**config.mk**
```make
export PLATFORM = sky130hd
export DESIGN_NAME = ifetch_cache
export DESIGN_NICKNAME = d
export VERILOG_FILES = /design/src/rtl/ifetch_pkg.sv /design/src/rtl/ifetch_cache_array.sv /design/src/rtl/ifetch_cache.sv
export SDC_FILE = /design/constraint.sdc
export NUM_CORES = 1
export LEC_CHECK = 0
export CAP_MARGIN = 20
export CORE_ASPECT_RATIO = 0.8
export CORE_MARGIN = 2
export CORE_UTILIZATION = 50
export CTS_CLUSTER_SIZE = 12
export DETAILED_ROUTE_END_ITERATION = 16
export GPL_ROUTABILITY_DRIVEN = 0
export PLACE_DENSITY = 0.76
export SETUP_SLACK_MARGIN = 0.02
export SLEW_MARGIN = 25
export SYNTH_ARGS = -nofsm -noshare
export SYNTH_HDL_FRONTEND = slang
export SYNTH_SLANG_ARGS = --single-unit
```
**constraint.sdc**
```tcl
create_clock -name clk -period 3.4 [get_ports clk]
set_clock_uncertainty 0.15 [all_clocks]
set_input_delay 1.02 -clock clk [delete_from_list [all_inputs] [get_ports clk]]
set_output_delay 1.02 -clock clk [all_outputs]
set_load 0.02 [all_outputs]
```
**src/rtl/ifetch_pkg.sv**
```systemverilog
// Shared types and constants for the instruction-fetch cache.
package ifetch_pkg;

    localparam int unsigned IFETCH_DEF_IDX_W = 4;

    typedef enum logic [1:0] {
        StIdle,
        StReq,
        StResp
    } ifetch_state_e;

endpackage

```
**src/rtl/ifetch_cache_array.sv**
```systemverilog
// Tag/valid/data storage: synchronous read, write with write-to-read bypass, flush-all.
// IDX_W = 0 yields a single entry.
module ifetch_cache_array #(
    parameter int unsigned IDX_W = 4,
    parameter int unsigned TAG_W = 7,
    localparam int unsigned Lines = 1 << IDX_W,
    localparam int unsigned IdxPw = (IDX_W > 0) ? IDX_W : 1
) (
    input  logic             clk_i,
    input  logic             rst_ni,
    input  logic             flush_i,
    input  logic [IdxPw-1:0] rd_idx_i,
    output logic             rd_valid_o,
    output logic [TAG_W-1:0] rd_tag_o,
    output logic [31:0]      rd_data_o,
    input  logic             wr_en_i,
    input  logic [IdxPw-1:0] wr_idx_i,
    input  logic [TAG_W-1:0] wr_tag_i,
    input  logic [31:0]      wr_data_i
);

    logic [TAG_W-1:0] tag_q  [Lines];
    logic [31:0]      data_q [Lines];
    logic [Lines-1:0] valid_q, valid_d;
    logic             rd_valid_q;
    logic [TAG_W-1:0] rd_tag_q;
    logic [31:0]      rd_data_q;
    logic             rd_hits_wr;

    assign rd_hits_wr = wr_en_i && (wr_idx_i == rd_idx_i);

    // A fill landing with a flush still delivers data but leaves its line invalid.
    always_comb begin
        valid_d = flush_i ? '0 : valid_q;
        if (wr_en_i) begin
            valid_d[wr_idx_i] = ~flush_i;
        end
    end

    always_ff @(posedge clk_i or negedge rst_ni) begin
        if (!rst_ni) begin
            valid_q    <= '0;
            rd_valid_q <= 1'b0;
            rd_tag_q   <= '0;
            rd_data_q  <= '0;
        end else begin
            valid_q    <= valid_d;
            rd_valid_q <= valid_d[rd_idx_i];
            rd_tag_q   <= rd_hits_wr ? wr_tag_i : tag_q[rd_idx_i];
            rd_data_q  <= rd_hits_wr ? wr_data_i : data_q[rd_idx_i];
        end
    end

    always_ff @(posedge clk_i) begin
        if (wr_en_i) begin
            tag_q[wr_idx_i]  <= wr_tag_i;
            data_q[wr_idx_i] <= wr_data_i;
        end
    end

    assign rd_valid_o = rd_valid_q;
    assign rd_tag_o   = rd_tag_q;
    assign rd_data_o  = rd_data_q;

endmodule

```
**src/rtl/ifetch_cache.sv**
```systemverilog
// Direct-mapped one-word-line instruction cache with a single outstanding fill.
// IFETCH_CACHE_EN selects the 2^IDX_W-line cache; otherwise a single full-tag entry.
module ifetch_cache
    import ifetch_pkg::*;
#(
    parameter int unsigned PC_WIDTH = 12,
    parameter int unsigned IDX_W    = IFETCH_DEF_IDX_W
) (
    input  logic                clk,
    input  logic                resetN,
    input  logic [PC_WIDTH-2:0] inst_addr,
    input  logic                flush,
    output logic [31:0]         inst,
    output logic                stall,
    output logic                mem_req,
    output logic [PC_WIDTH-2:0] mem_addr,
    input  logic                mem_ack,
    input  logic [31:0]         mem_rdata
);

    localparam int unsigned AddrW = PC_WIDTH - 1;
`ifdef IFETCH_CACHE_EN
    localparam int unsigned IdxW  = IDX_W;
`else
    localparam int unsigned IdxW  = IDX_W - IDX_W;  // single entry; line count fixed at one
`endif
    localparam int unsigned TagW  = AddrW - IdxW;
    localparam int unsigned IdxPw = (IdxW > 0) ? IdxW : 1;

    ifetch_state_e    state_q;
    logic [AddrW-1:0] cur_addr_q;
    logic [31:0]      resp_q;
    logic [IdxPw-1:0] rd_idx, wr_idx;
    logic [TagW-1:0]  cur_tag;
    logic             rd_valid;
    logic [TagW-1:0]  rd_tag;
    logic [31:0]      rd_data;
    logic             hit, xfer;

`ifdef IFETCH_CACHE_EN
    assign rd_idx  = inst_addr[IdxW-1:0];
    assign wr_idx  = cur_addr_q[IdxW-1:0];
    assign cur_tag = cur_addr_q[AddrW-1:IdxW];
`else
    assign rd_idx  = '0;
    assign wr_idx  = '0;
    assign cur_tag = cur_addr_q;
`endif

    assign hit  = (state_q == StIdle) && rd_valid && (rd_tag == cur_tag);
    assign xfer = mem_req && mem_ack;

    ifetch_cache_array #(
        .IDX_W(IdxW),
        .TAG_W(TagW)
    ) u_array (
        .clk_i     (clk),
        .rst_ni    (resetN),
        .flush_i   (flush),
        .rd_idx_i  (rd_idx),
        .rd_valid_o(rd_valid),
        .rd_tag_o  (rd_tag),
        .rd_data_o (rd_data),
        .wr_en_i   (xfer),
        .wr_idx_i  (wr_idx),
        .wr_tag_i  (cur_tag),
        .wr_data_i (mem_rdata)
    );

    always_ff @(posedge clk or negedge resetN) begin
        if (!resetN) begin
            state_q    <= StIdle;
            cur_addr_q <= '0;
            resp_q     <= '0;
            mem_req    <= 1'b0;
            mem_addr   <= '0;
        end else begin
            unique case (state_q)
                StIdle: begin
                    cur_addr_q <= inst_addr;
                    if (!hit) begin
                        state_q  <= StReq;
                        mem_req  <= 1'b1;
                        mem_addr <= inst_addr;
                    end
                end
                StReq: begin
                    if (xfer) begin
                        state_q <= StResp;
                        mem_req <= 1'b0;
                        resp_q  <= mem_rdata;
                    end
                end
                StResp: begin
                    cur_addr_q <= inst_addr;
                    state_q    <= StIdle;
                end
                default: state_q <= StIdle;
            endcase
        end
    end

    always_comb begin
        stall = 1'b1;
        inst  = '0;
        if (state_q == StResp) begin
            stall = 1'b0;
            inst  = resp_q;
        end else if (hit) begin
            stall = 1'b0;
            inst  = rd_data;
        end
    end

endmodule

```
==> impl_metrics.ini, run 1 <==
[detailed_routing]
dr_wl_met2_mm = 5.451
top_layer = met4
wl_per_cell_um = 17.09
ant_nets = 0
via_per_inst = 5.090
drc_errors = 0
via_count = 3324
wl_met3_um = 529
routed_wl_mm = 11.16
drt_pass1_iterations = 4
wl_met1_mm = 5.025
drt_iter0_drc = 152

[power]
switchingPower_uw = 758.3
clkPwrFrac_pct = 50.6
p_per_area_mw_per_mm2 = 533.3
seqPwrFrac_pct = 46.4
ir_worst_vdd_uv = 284.4
power_switching_share_pct = 20.48
cell_internal_pwr_mw = 2.945
combPwrFrac_pct = 2.9
p_leak_nw = 3.414

[floorplan]
row_count = 33
initial_core_util_pct = 50.86
ioPinCount = 92
die_w_um = 117.6
die_h_um = 94.92
dieArea_mm2 = 0.01117
core_mm2 = 0.01016

[setup_path]
crit_chain = xor2_1, nor4_2, and3_4, buf_6, buf_16, a22o_1, buf_6
reg2reg_from = state_q[0]
worstPathMaxFanout = 9
path_common_cell = buf_6
reg2reg_slack_ns = 1.29
max_stage_delay_ns = 0.40
critPathSlowestCell = dfrtp_1
critPathKind = flop to output port
reg2reg_depth = 6
path_delay_family = simple AND/OR/NAND/NOR gates
cp-start-kind = flop
required_ns = 2.23
rr_endpoint = mem_addr[0]
cp.arrival_ns = 2.18
crit_path_end_kind = output port
cp.buffers_inverters = 3

[min_path]
hp-class = flop to flop
whs_endpoint = u_array.tag_q[0][7]
min_from = u_array.tag_q[0][7]
whs_path_depth = 1

[global_route]
grt_max_degree = 46
grt_pass1_wl_mm = 18.07
grt_pass1_vias = 3551
overflow = 0
grtUsageTotal_pct = 21.20
antenna_found_initial = 0

[sta]
relSlewSlack_pct = 66.49
drv_slew = 0
rsz0062_at_grt = true
hold_violations = 0
setup_slack_ns = 0.05278
setup_violations = 0
fin_setup_tns_ns = 0
timing.fmax_mhz = 298.8
fin_crit_ns = 3.347
worst_slew_pin_slew_ns = 0.5026
finalCritPeriodShare_pct = 98.45

[final_layout]
final_nets = 547
diodes = 0
area_growth_pct = 34.39
layout.cells.non_filler = 653
fillers = 759
final_cell_mix = dfrtp_1 (101), nand2_1 (96), clkdlybuf4s50_1 (57)
utilization_pct = 68.35
mostFrequentLayoutCell = dfrtp_1
drive_gt1_share_pct = 31.77

[placement]
place_hpwl_mm = 6.617
portBuffers = 91
place_ws_ns = -0.07778
placed_cells = 612

[yosys]
syn-mean-instance-area_um2 = 13.31
netlist_area_mm2 = 0.005166
ys_ff_latch = 144
synth-seq-area-share_pct = 65.58
synth_fp_nets = 435
synth_cell_types = 24
ys_top_cells_by_area = dfrtp_1 (49%), dfxtp_1 (17%), mux2_2 (12%), nand2_1 (7.0%), a22o_1 (5.4%)
yosys.area.top_type = dfrtp_1
synth_cells = 388
synth_top_area_share_pct = 48.92
synth_warnings = 0

[cts]
root_buffer = clkbuf_16
cts_tree = yes
path_clk_slew_ns = 0.06
clock_sinks = 144
htreeDepth = 4
cts_buffers = 17
cts_buffer_depth = 2
cts_hold_repair.buffers = 0
clk_latency_ns = 0.41

[run]
drv_cap = 0

[outcome]
status = finished clean
final cells by class:
cell class,instances,area (um^2),share of cell area [%]
clock buffers,19,442.9,6.380
well taps,140,175.2,2.523
clock inverters,13,161.4,2.325
inverters,1,3.754,0.05406
repair buffers,114,1102,15.88
flip-flops and latches,144,3388,48.80
multi-input cells,222,1669,24.04
flip-flops by register name, indices dropped and copies added (netlist names):
name               count
u_array.valid_q        1
cur_addr_q            11
u_array.data_q        32
resp_q                32
u_array.tag_q         11
mem_addr              11
u_array.rd_tag_o      11
mem_req                1
u_array.rd_data_o     32
state_q                2
per-layer routing:
layer	up-vias	global-route usage (%)
met1	1680	26.83
met4	0	9.337
met2	85	35.22
met5	-	0
met3	14	5.133
li1	1545	-
stage by stage:
step | power [mW] | cell area, um^2 | hold WS, ns
2_1_floorplan | 1.764 | 5166 | 0.2950
3_3_place_gp | 1.857 | 6254 | 0.3018
3_5_place_dp | 1.859 | 6254 | 0.3090
4_1_cts | 3.731 | 6868 | 0.3194
5_1_grt | 3.814 | 6943 | 0.3346
6_report | 3.703 | 6943 | 0.3201
worst max-delay path by stage:
stage,from,slack (ns),cells past startpoint,to
floorplan,state_q[0],0.48,7,inst[10]
global placement,state_q[0],-0.03,6,inst[0]
detailed placement,state_q[0],-0.08,6,inst[19]
CTS,state_q[1],0.07,7,inst[19]
global route,cur_addr_q[2],-0.04,6,inst[23]
finish,cur_addr_q[2],0.05,7,inst[19]
synthesized netlist by cell type:
cell,count
buf_6,3
a31oi_1,1
dfrtp_1,101
nand2_1,97
xor2_1,11
a22o_1,32
or3b_4,1
nor4_2,1
inv_1,1
mux2_4,9
nand4b_1,1
nor2b_1,1
or2_2,1
mux2_2,56
a21oi_1,1
nor4_1,5
a311oi_1,1
clkbuf_1,13
nor2_1,2
buf_12,3
a21o_1,1
dfxtp_1,43
and3_1,1
buf_1,2
cell families after synthesis:
group,Yosys count,share of synthesized area [%]
and+or+nand+nor,110,8.792
xor gates and xnor gates,11,1.865
muxes,65,14.82
DFF,144,65.58
AOI/OAI and AO/OA,36,5.958
buffers and inverters,22,2.979
power groups by stage:
stage	Sequential, mW	Combinational, mW	Clock [mW]
after detailed placement	1.75	0.107	0
after floorplan	1.75	0.0135	0
final	1.72	0.108	1.87
after global placement	1.75	0.106	0
after global routing	1.72	0.119	1.98
after CTS	1.72	0.109	1.90
repair_timing:
action / in CTS / in global routing
gates resized for setup: 148 / 23
pin swaps: 5 / 5
endpoints found under the setup margin: 33 / 29
gates cloned: 3 / 0
buffers inserted: 4 / 2
(Power assumes the default switching activity.)
==> inputs of run 2 (changes only) <==
--- a/config.mk
+++ b/config.mk
@@ -6,13 +6,12 @@
 export NUM_CORES = 1
 export LEC_CHECK = 0
 export CAP_MARGIN = 20
-export CORE_ASPECT_RATIO = 0.8
 export CORE_MARGIN = 2
-export CORE_UTILIZATION = 50
+export CORE_UTILIZATION = 45
 export CTS_CLUSTER_SIZE = 12
 export DETAILED_ROUTE_END_ITERATION = 16
 export GPL_ROUTABILITY_DRIVEN = 0
-export PLACE_DENSITY = 0.76
+export PLACE_DENSITY = 0.73
 export SETUP_SLACK_MARGIN = 0.02
 export SLEW_MARGIN = 25
 export SYNTH_ARGS = -nofsm -noshare
==> constraint.sdc (replaced) <==
create_clock -name clk -period 2.9 [get_ports clk]
set_clock_uncertainty 0.15 [all_clocks]
set_input_delay 0.87 -clock clk [delete_from_list [all_inputs] [get_ports clk]]
set_output_delay 0.87 -clock clk [all_outputs]
set_load 0.02 [all_outputs]
==> run 2 against run 1 <==
Effect of this change:
- the run now ends with negative setup slack left
- critical endpoint is now inst[12]
- combinational power up 33%
- largest power group unchanged
- global-route usage fell by 2.3 points
- sequential power grew 17%
- critical path depth grew 1
- count of clock-buffer cells in the layout rose by 1
==> impl_metrics.ini, run 2 (synthesis results as in run 1) <==
[outcome]
status = complete, but fails checks
violations = negative setup slack

[sta]
setup_violations = 33
drv_slew = 0
finalCritPeriodShare_pct = 110.7
hold_violations = 0
fin_crit_ns = 3.211
setup_slack_ns = -0.3111
relSlewSlack_pct = 65.87
rsz0062_at_grt = true
timing.fmax_mhz = 311.4
worst_slew_pin_slew_ns = 0.5119

[power]
switchingPower_uw = 829.8
clkPwrFrac_pct = 51.8
p_leak_nw = 3.585
seqPwrFrac_pct = 45.0
p_per_area_mw_per_mm2 = 613.1
combPwrFrac_pct = 3.2
ir_worst_vdd_uv = 394.4
cell_internal_pwr_mw = 3.653
power_switching_share_pct = 18.51

[floorplan]
initial_core_util_pct = 45.63
row_count = 39
core_mm2 = 0.01132
ioPinCount = 92
die_w_um = 111.1
dieArea_mm2 = 0.01235
die_h_um = 111.1

[setup_path]
crit_path_end_kind = output port
critPathKind = flop to output port
rr_endpoint = mem_addr[2]
reg2reg_slack_ns = 0.77
cp.arrival_ns = 2.19
reg2reg_from = cur_addr_q[6]
reg2reg_depth = 6
cp-start-kind = flop
worstPathMaxFanout = 6
required_ns = 1.88

[cts]
path_clk_slew_ns = 0.06
cts_tree = yes
root_buffer = clkbuf_16
cts_buffers = 17
clk_latency_ns = 0.40
htreeDepth = 4
clock_sinks = 144
cts_buffer_depth = 2

[global_route]
grt_pass1_wl_mm = 18.22
antenna_found_initial = 0
met2_usage_pct = 31.45
grt_util_met3_pct = 5.522
grt_pass1_vias = 3589
grt_util_met1_pct = 24.14
top_usage_layer = met2
overflow = 0
grtUsageTotal_pct = 18.91
grt_max_degree = 52

[min_path]
hp-class = primary input to asynchronous set/reset pin

[final_layout]
final_cell_mix = dfrtp_1 (101), nand2_1 (96), clkdlybuf4s50_1 (57)
diodes = 0
mostFrequentLayoutCell = dfrtp_1
area_growth_pct = 41.51
multiInputGateArea_mm2 = 0.001698
fillers = 895
drive_gt1_share_pct = 35.02
final_nets = 568
layout.cells.non_filler = 677
final-seq-area_mm2 = 0.003388

[detailed_routing]
wl_per_cell_um = 16.55
ant_nets = 0
drt_iter0_drc = 166
routed_wl_mm = 11.20
drc_errors = 0
drt_pass1_iterations = 4
via_count = 3380
via_per_inst = 4.993

[placement]
portBuffers = 91
place_ws_ns = -0.4577
place_hpwl_mm = 6.804
placed_cells = 632

[run]
drv_cap = 0
run 2: changes by cell type in the layout (fill, tap and decap cells not counted), moves of 2 or more:
| cell | delta |
|---|---|
| clkinvlp_4 | -3 |
| buf_6 | +30 |
| buf_12 | +2 |
| clkinv_4 | -2 |
| buf_4 | -4 |
| a22o_4 | +2 |
| clkinv_2 | +3 |
| buf_2 | -7 |
| a22o_1 | -2 |
| bufinv_16 | +2 |
run 2: worst max path at each step:
| stage | from | to | slack (ns) | cells after the start |
|---|---|---|---|---|
| final | state_q[1] | inst[12] | -0.31 | 8 |
| after global routing | state_q[1] | inst[5] | -0.41 | 8 |
| after CTS | state_q[1] | inst[16] | -0.35 | 8 |
| after detailed placement | state_q[0] | inst[15] | -0.46 | 6 |
| after global placement | state_q[0] | inst[15] | -0.39 | 6 |
| after floorplan | state_q[0] | inst[10] | 0.13 | 7 |
run 2: layout make-up:
type                            instances  share of cell area [%]
Sequential cell                       144                   46.35
Clock inverter                         12                   2.567
Clock buffer                           20                   6.247
Inverter                                1                 0.05134
Multi-Input combinational cell        222                   23.22
Tap cell                              143                   2.447
Timing Repair Buffer                  135                   19.12
run 2: through the flow:
stage / util, % / hold slack (ns) / TNS (ns) / area [um^2] / total power, mW
floorplan: - / 0.2950 / 0 / 5166 / 2.068
detailed placement: 56.33 / 0.3082 / -12.67 / 6377 / 2.193
finish: 64.58 / 0.2913 / -8.880 / 7311 / 4.482
global route: 64.58 / 0.3073 / -12.17 / 7311 / 4.648
global placement: 56.33 / 0.3017 / -11.47 / 6377 / 2.191
CTS: 63.95 / 0.2983 / -9.636 / 7239 / 4.528
run 2: worst max-delay path, cell delays in order, from the launching register on:
cell	delay, ns
dfrtp_1	0.39
or3b_4	0.42
nor4_4	0.13
and3_4	0.22
buf_6	0.12
buf_12	0.11
buf_12	0.12
a22o_1	0.16
buf_6	0.12
run 2: power by group through the flow:
stage / sequential [mW] / clock (mW) / combinational (mW)
final: 2.01 / 2.32 / 0.144
after global routing: 2.01 / 2.48 / 0.156
after CTS: 2.01 / 2.37 / 0.144
after detailed placement: 2.05 / 0 / 0.141
after global placement: 2.05 / 0 / 0.139
after floorplan: 2.05 / 0 / 0.0158
run 2: what timing repair did:
action,in CTS,in global routing
setup buffers,12,1
hold buffers,0,0
setup endpoints to repair,33,33
resized for setup,199,18
pin swaps,10,9
cloned,3,0
run 2: metal layers:
| metal | up-vias | wire, um |
|---|---|---|
| met5 | - | 0 |
| li1 | 1585 | - |
| met3 | 7 | 434 |
| met4 | 0 | 101 |
| met2 | 73 | 5680 |
| met1 | 1715 | 4988 |
